$ cat src/rtl/fetch_unit_pkg.sv
// Shared types and constants for the instruction-fetch stage.
package fetch_unit_pkg;

  localparam int unsigned XLEN    = 32;
  localparam int unsigned ENTRY_W = 2 * XLEN;

  localparam logic [XLEN-1:0] NOP_WORD = 32'h0;
  localparam logic [XLEN-1:0] PC_STEP  = 32'd4;

  typedef enum logic {
    FETCH   = 1'b0,
    DISCARD = 1'b1
  } fetch_state_e;

  // One prefetch slot: address of the following instruction plus the word itself.
  typedef struct packed {
    logic [XLEN-1:0] pc;
    logic [XLEN-1:0] instr;
  } fetch_entry_t;

  function automatic fetch_entry_t make_entry(input logic [XLEN-1:0] pc,
                                              input logic [XLEN-1:0] instr);
    fetch_entry_t e;
    e.pc    = pc;
    e.instr = instr;
    return e;
  endfunction

endpackage

$ cat src/rtl/fetch_queue.sv
// Prefetch FIFO: registered entries, push/pop, synchronous clear that wins over push.
module fetch_queue
  import fetch_unit_pkg::*;
#(
  parameter int unsigned DEPTH = 2
) (
  input  logic                     clk,
  input  logic                     rst,
  input  logic                     clear,
  input  logic                     push,
  input  logic                     pop,
  input  logic [ENTRY_W-1:0]       push_data,
  output logic [$clog2(DEPTH):0]   count,
  output logic                     full,
  output logic                     empty,
  output logic [ENTRY_W-1:0]       head
);

  localparam int unsigned PTR_W = (DEPTH > 1) ? $clog2(DEPTH) : 1;
  localparam int unsigned CNT_W = $clog2(DEPTH) + 1;

  logic [PTR_W-1:0]   rd_ptr_q, rd_ptr_d;
  logic [PTR_W-1:0]   wr_ptr_q, wr_ptr_d;
  logic [CNT_W-1:0]   count_q, count_d;
  logic [ENTRY_W-1:0] mem_q [DEPTH];
  logic               do_push;
  logic               do_pop;

  assign empty   = (count_q == '0);
  assign full    = (count_q == CNT_W'(DEPTH));
  assign do_pop  = pop && !empty;
  assign do_push = push && (!full || do_pop);

  // Pointers wrap naturally because DEPTH is a power of two.
  always_comb begin
    rd_ptr_d = rd_ptr_q;
    wr_ptr_d = wr_ptr_q;
    count_d  = count_q;
    if (clear) begin
      rd_ptr_d = '0;
      wr_ptr_d = '0;
      count_d  = '0;
    end else begin
      if (do_push) wr_ptr_d = wr_ptr_q + PTR_W'(1);
      if (do_pop)  rd_ptr_d = rd_ptr_q + PTR_W'(1);
      count_d = count_q + CNT_W'(do_push) - CNT_W'(do_pop);
    end
  end

  always_ff @(posedge clk or posedge rst) begin
    if (rst) begin
      rd_ptr_q <= '0;
      wr_ptr_q <= '0;
      count_q  <= '0;
    end else begin
      rd_ptr_q <= rd_ptr_d;
      wr_ptr_q <= wr_ptr_d;
      count_q  <= count_d;
    end
  end

  always_ff @(posedge clk) begin
    if (do_push && !clear) mem_q[wr_ptr_q] <= push_data;
  end

  assign count = count_q;
  assign head  = mem_q[rd_ptr_q];

endmodule

$ cat src/rtl/fetch_unit.sv
// Instruction-fetch stage: owns the PC, fetches over req/ack into a prefetch
// queue, and drops the in-flight word when a branch redirects mid-request.
module fetch_unit
  import fetch_unit_pkg::*;
#(
  parameter int unsigned DEPTH    = 2,
  parameter logic [31:0] RESET_PC = 32'h0000_0000
) (
  input  logic        clk,
  input  logic        rst,
  input  logic        freeze,
  input  logic        branch_taken,
  input  logic [31:0] branch_addr,
  output logic        imem_req,
  output logic [31:0] imem_addr,
  input  logic        imem_ack,
  input  logic [31:0] imem_rdata,
  output logic [31:0] pc_out,
  output logic [31:0] instruction_out
);

  localparam int unsigned CNT_W = $clog2(DEPTH) + 1;

  fetch_state_e  state_q, state_d;
  logic [31:0]   fetch_pc_q, fetch_pc_d;
  logic [31:0]   discard_addr_q, discard_addr_d;

  logic          q_push, q_pop, q_clear;
  logic          q_full, q_empty;
  logic [CNT_W-1:0] q_count;
  fetch_entry_t  q_head;
  fetch_entry_t  push_entry;

  logic          req_c;
  logic [31:0]   addr_c;

  assign push_entry = make_entry(fetch_pc_q + PC_STEP, imem_rdata);

  // Next-state, PC and queue control; a branch overrides freeze, ack and pop.
  always_comb begin
    state_d        = state_q;
    fetch_pc_d     = fetch_pc_q;
    discard_addr_d = discard_addr_q;
    q_push         = 1'b0;
    q_pop          = 1'b0;
    q_clear        = 1'b0;
    req_c          = 1'b0;
    addr_c         = fetch_pc_q;

    case (state_q)
      FETCH: begin
        req_c  = (q_count < CNT_W'(DEPTH));
        addr_c = fetch_pc_q;
        if (branch_taken) begin
          q_clear    = 1'b1;
          fetch_pc_d = branch_addr;
          if (req_c && !imem_ack) begin
            discard_addr_d = fetch_pc_q;
            state_d        = DISCARD;
          end
        end else begin
          q_pop = !freeze && !q_empty;
          if (req_c && imem_ack && (!q_full || q_pop)) begin
            q_push     = 1'b1;
            fetch_pc_d = fetch_pc_q + PC_STEP;
          end
        end
      end

      DISCARD: begin
        // Hold the abandoned request until memory answers, then drop the word.
        req_c  = 1'b1;
        addr_c = discard_addr_q;
        if (imem_ack) state_d = FETCH;
        if (branch_taken) begin
          q_clear    = 1'b1;
          fetch_pc_d = branch_addr;
        end else begin
          q_pop = !freeze && !q_empty;
        end
      end

      default: state_d = FETCH;
    endcase
  end

  always_ff @(posedge clk or posedge rst) begin
    if (rst) begin
      state_q        <= FETCH;
      fetch_pc_q     <= RESET_PC;
      discard_addr_q <= '0;
    end else begin
      state_q        <= state_d;
      fetch_pc_q     <= fetch_pc_d;
      discard_addr_q <= discard_addr_d;
    end
  end

  fetch_queue #(
    .DEPTH (DEPTH)
  ) u_queue (
    .clk       (clk),
    .rst       (rst),
    .clear     (q_clear),
    .push      (q_push),
    .pop       (q_pop),
    .push_data (push_entry),
    .count     (q_count),
    .full      (q_full),
    .empty     (q_empty),
    .head      (q_head)
  );

  assign imem_req        = req_c && !rst;
  assign imem_addr       = addr_c;
  assign pc_out          = q_empty ? NOP_WORD : q_head.pc;
  assign instruction_out = q_empty ? NOP_WORD : q_head.instr;

endmodule

$ cat config.mk
export PLATFORM = sky130hd
export DESIGN_NAME = fetch_unit
export DESIGN_NICKNAME = d
export VERILOG_FILES = /design/src/rtl/fetch_unit_pkg.sv /design/src/rtl/fetch_queue.sv /design/src/rtl/fetch_unit.sv
export SDC_FILE = /design/constraint.sdc
export NUM_CORES = 1
export LEC_CHECK = 0
export ABC_AREA = 1
export CORE_MARGIN = 4
export CORE_UTILIZATION = 48
export CTS_BUF_LIST = sky130_fd_sc_hd__clkbuf_8 sky130_fd_sc_hd__clkbuf_16
export CTS_CLUSTER_DIAMETER = 40
export DETAILED_ROUTE_END_ITERATION = 6
export PLACE_DENSITY_LB_ADDON = 0.12
export SYNTH_ARGS = -nofsm -noshare
export SYNTH_HDL_FRONTEND = slang
export SYNTH_SLANG_ARGS = --single-unit
export TNS_END_PERCENT = 1
$ cat constraint.sdc
create_clock -name clk -period 8.7 [get_ports clk]
set_input_delay 1.74 -clock clk [delete_from_list [all_inputs] [get_ports clk]]
set_output_delay 1.74 -clock clk [all_outputs]
set_load 0.005 [all_outputs]
======== Yosys cells after proc, flatten, opt, wreduce, memory -nomap -nowiden ========
Memory sizes are Yosys's and may differ from the RTL's.
Cells that the tools add are included.
cells by class
  $mul .................................... 0
  divide/modulo/power cells ............... 0
  reductions and logical operators ........ 21
  mux-type cells .......................... 24
  equality and inequality tests ........... 3
  $lt $le $gt $ge ......................... 1
  add/sub/neg operators ................... 5
  bitwise gates (word level) .............. 1
  shift-type cells ........................ 0
operators with widths
  kind                                                count
  two-way mux 32 bit                                  5
  case mux 32 bit (2 select lines)                    2
  adder 32 x 3 -> 32 bit (second input constant)      1
  two-way mux 1 bit                                   14
  logical AND 1 bit                                   8
  zero test 1 bit                                     6
  case mux 1 bit (2 select lines)                     2
  nonzero test 2 bit                                  2
  inequality test 3 bit (second input constant)       1
  AND reduction 3 bit                                 1
  adder 1 bit (second input constant)                 2
  adder 2 x 1 -> 2 bit                                1
  equality test 2 bit (second input constant)         1
  zero test 2 bit                                     1
  logical OR 1 bit                                    2
  less-than comparator 2 bit (second input constant)  1
  two-way mux 2 bit                                   1
  inequality test 2 bit (second input constant)       1
  AND reduction 2 bit                                 1
  subtractor 2 x 1 -> 2 bit                           1
  NOT 1 bit                                           1
storage, ports and cells
  output and inout bits ................... 97
  word-level logic and storage cells ...... 62
  bits in read-only memories .............. 0
  flip-flop bits (word level) ............. 69
  bits in latches ......................... 0
  bits of input ports ..................... 69
  memories ................................ 1
  bits in writable memories ............... 128
memory list
  memory         words  width  read ports  clocked after Yosys merged registers in  wr ports  line               RTL
  u_queue.mem_q  2      64     1           0                                        1         fetch_queue.sv:25  logic [ENTRY_W-1:0] mem_q [DEPTH];

======== Longest topological paths before layout ========
  depth in word-level cells ............... 12
  mapped depth ............................ 10
  gate-level depth less buffers ........... 10

======== Hierarchy ========
From an unflattened synthesis, not the netlist that was laid out.
second synthesis, totals
  cells, all modules ...................... 1114
  area, all modules ....................... 9435.3 µm²
modules (own cells, without submodules)
  module       times used  seq. area each (µm²)  cells each  area each (µm²)
  fetch_queue  1           3943.8                374         4958.5
  fetch_unit   1           1626.6                740         4476.8

======== Worst setup path before layout ========
Ideal clock, no wire load.
  kind .................................... input -> register
  start ................................... input branch_taken
  end ..................................... memory u_queue.mem_q[1][0] (netlist name), enable pin
  data required time ...................... 8.135 ns
  arrival ................................. 6.272 ns
  cell stages on the path ................. 2
  slack ................................... 1.863 ns
  path through ............................ buf_4 -> nor3_1
between the ends
  cells in the longest elaborated chain, start to end .. 7
RTL lines
  element                                      line                                RTL
  start, declared                              fetch_unit.sv:12                    input logic branch_taken,
  two-way mux 1 bit                            fetch_unit.sv:54, fetch_unit.sv:75
  logical AND 1 bit                            fetch_queue.sv:31                   assign do_pop = pop && !empty;
  logical OR 1 bit                             fetch_queue.sv:32                   assign do_push = push && (!full || do_pop);
  logical AND 1 bit                            fetch_queue.sv:32
  logical AND 1 bit (*)                        fetch_queue.sv:63                   if (do_push && !clear) mem_q[wr_ptr_q] <= push_data;
  two-way mux 1 bit (*)                        fetch_queue.sv:63
  two-way mux 1 bit (implied by the code) (*)  fetch_queue.sv:63
  end, declared                                fetch_queue.sv:25
Mark *: on every way between the ends. The rest lies on a longest branch, timed or not.

======== Final worst setup path ========
  start ................................... input rst
  end ..................................... output imem_req
between the ends
  cells in the longest elaborated chain, start to end .. 2
RTL lines
  element                    line               RTL
  start, declared            fetch_unit.sv:10   input logic rst,
  zero test 1 bit (no line)  n/a
  logical AND 1 bit          fetch_unit.sv:114  assign imem_req = req_c && !rst;
  end, declared              fetch_unit.sv:14   output logic imem_req,
Every way passes these cells.

==> results.json <==
{
  "via_per_inst": 5.14,
  "synth.most_common_cell": "nand2_1",
  "cts_buffer_depth": 2,
  "grt_pass1_vias": 6364,
  "switching_share_pct": 31.8,
  "cp_max_fo": 2,
  "critPathLaunchType": "primary input",
  "dp_hpwl_mm": 14.4,
  "hold_path_class": "flip-flop to flip-flop",
  "post_cts_buffers": 0,
  "regArea_um2": 5570,
  "grt_max_degree": 70,
  "syn-num-nets": 1024,
  "syn_avg_cell_area_um2": 9.29,
  "intPower_mw": 1.92,
  "clock_latency_ps": 440,
  "fin_cells": 1341,
  "cts_sinks": 197,
  "drc": 0,
  "slew_violations": 0,
  "cpLargestDelayFamily": "buffers and inverters",
  "endpoint_kind": "output port",
  "max-cap-violations": 0,
  "synth.area.top_cells": "edfxtp_1, dfrtp_1, nand2_1, a21oi_1, nor2_1",
  "dp_cells": 1309,
  "p_per_area_nw_per_um2": 250,
  "fin_skew_ps": 14.1,
  "chipHeight_um": 144,
  "yosys_warnings": 0,
  "synth_top_area_share_pct": 43.4,
  "cts-root-buf": "clkbuf_16",
  "first_iter_violations": 442,
  "yosys_most_used_dff": "edfxtp_1",
  "ir_drop_v": 0.000148,
  "drive_above_1_share_pct": 5.67,
  "io_buffers": 165,
  "synth_common_cells": "nand2_1, edfxtp_1, a21oi_1, nor2_1, dfrtp_1",
  "grt_usage_pct": 21.3,
  "ant_nets": 0,
  "period_needed_ps": 4550,
  "finalCritPeriodShare_pct": 52.3,
  "p_sw_mw": 0.896,
  "grt_pass1_wl_mm": 34.1,
  "max_stage_delay_ps": 510,
  "dr.pass1.iters": 5,
  "antenna_found_initial": 0,
  "finalSetupTns_ps": 0,
  "cpMostUsedCell": "clkdlybuf4s50_1",
  "pwr-share-clk_pct": 27.9,
  "path_clk_slew_ps": 70,
  "ys_types": 27,
  "syn_inst": 952,
  "routed_wirelength_mm": 21.8,
  "htree_levels": 4,
  "fin_nets": 1171,
  "cts_tree": "done",
  "crit_chain": "clkdlybuf4s50_1 -> a21oi_1 -> clkdlybuf4s50_1",
  "cts_resized": 0,
  "die_w_um": 144,
  "nFillCells": 1535,
  "ys_ff_latch": 197,
  "status": "finished, final reports clean",
  "arrival_ps": 2810,
  "cp.required_ps": 6960,
  "crit_buf_inv": 2,
  "synthArstFlopShare_pct": 35.0,
  "yosys.area.top_type": "edfxtp_1",
  "critical_path_class": "primary input to output port",
  "synth-edff-count": 128,
  "ios": 166,
  "setup-violations-final": 0,
  "initial_core_util_pct": 49.1,
  "hold_violations": 0,
  "p_leak_nw": 4.42,
  "rsz0062_at_grt": "false",
  "area_growth_pct": 27.3,
  "multi_input_area_um2": 2910,
  "slew_headroom_pct": 31.8,
  "cts_buffers": 17,
  "netlist_area_um2": 8850,
  "tightest_slew_ps": 1020,
  "yosysSeqAreaShare_pct": 63.0,
  "antenna_cells": 0,
  "pwr-share-comb_pct": 27.7,
  "fmax_mhz": 220,
  "gp_congestion": 0.899,
  "dieArea_um2": 20700,
  "num_vias": 6888,
  "fp-row-count": 49,
  "power_frac_seq_pct": 44.4,
  "cp_slowest_cell": "clkdlybuf4s50_1",
  "overflow": 0,
  "postCtsHoldBufs": 0,
  "core_um2": 18000,
  "routedWlPerCell_um": 16.2
}
==> worst paths after layout <==
path	start	endpoint	slack, ps	depth (start not counted)
min reg2reg	fetch_pc_q[1]	u_queue.mem_q[0][33]	490	0
max reg2reg	state_q	fetch_pc_q[2]	5600	5
min in group asynchronous	rst	discard_addr_q[2]	1940	3
max	rst	imem_req	4150	3
min	fetch_pc_q[1]	u_queue.mem_q[0][33]	490	0
max in group asynchronous	rst	u_queue.rd_ptr_q	6120	3
==> logic make-up (layout without fill, tap and decap cells) <==
logic type | after synthesis | after routing | synth area share [%]
buffers and inverters | 96 | 256 | 4.33
AOI/OAI and AO/OA | 176 | 176 | 10.1
adders and majority gates | 3 | 3 | 0.424
DFF | 197 | 197 | 63.0
xor gates and xnor gates | 9 | 9 | 0.891
and+or+nand+nor | 471 | 471 | 21.3
==> cell usage in the layout (no fill, tap or decap), types with 2 or more instances in the layout <==
cell type,count
a21oi_1,83
and2_1,2
buf_4,8
clkbuf_16,17
clkdlybuf4s50_1,165
clkinv_1,2
dfrtp_1,67
dfrtp_2,2
edfxtp_1,128
ha_1,3
inv_1,46
inv_2,4
inv_6,8
inv_8,2
nand2_1,344
nand2_2,2
nand3_1,27
nor2_1,78
nor2_2,6
nor2_4,7
o21ai_0,53
o21ai_1,32
o22ai_1,7
xor2_1,8
==> metrics by stage <==
step | hold slack, ps | area, um^2 | setup slack, ps | total power, mW | util (%)
5_1_grt | 512 | 11300 | 4030 | 2.98 | 62.5
6_report | 491 | 11300 | 4150 | 2.82 | 62.5
3_3_place_gp | 468 | 10700 | 3900 | 2.04 | 59.2
4_1_cts | 494 | 11300 | 4140 | 2.84 | 62.5
3_5_place_dp | 475 | 10700 | 3870 | 2.06 | 59.2
2_1_floorplan | 442 | 8850 | 1860 | 1.65 | -
==> power groups by stage <==
stage               clock network (mW)  registers, mW  logic, mW
floorplan                            0           1.24      0.412
global placement                     0           1.26      0.777
detailed placement                   0           1.27      0.788
CTS                              0.795           1.25      0.793
global route                     0.837           1.27      0.873
finish                           0.786           1.25      0.781
==> layer usage <==
| layer | vias to the layer above | share of wire, % | global-route usage (%) |
|---|---|---|---|
| met3 | 24 | 6.4 | 4.13 |
| met2 | 204 | 45 | 32.3 |
| met4 | 0 | 1.5 | 6.24 |
| met1 | 3220 | 47 | 31.4 |
| li1 | 3440 | - | - |
| met5 | - | 0 | 0 |
==> layout make-up <==
class | count | area share [%]
multi-input combinational | 659 | 25.9
timing repair buffer | 173 | 15.2
clock buffer | 17 | 3.78
inverter | 51 | 1.70
sequential | 197 | 49.5
clock inverter | 15 | 1.41
tap | 229 | 2.55
==> registers in the layout, indices dropped and copies added, names as in the netlist <==
| name | flops |
|---|---|
| u_queue.wr_ptr_q | 1 |
| state_q | 1 |
| u_queue.rd_ptr_q | 1 |
| u_queue.count | 2 |
| discard_addr_q | 32 |
| u_queue.mem_q | 128 |
| fetch_pc_q | 32 |
Note: power is estimated with default switching activity, not from simulation.
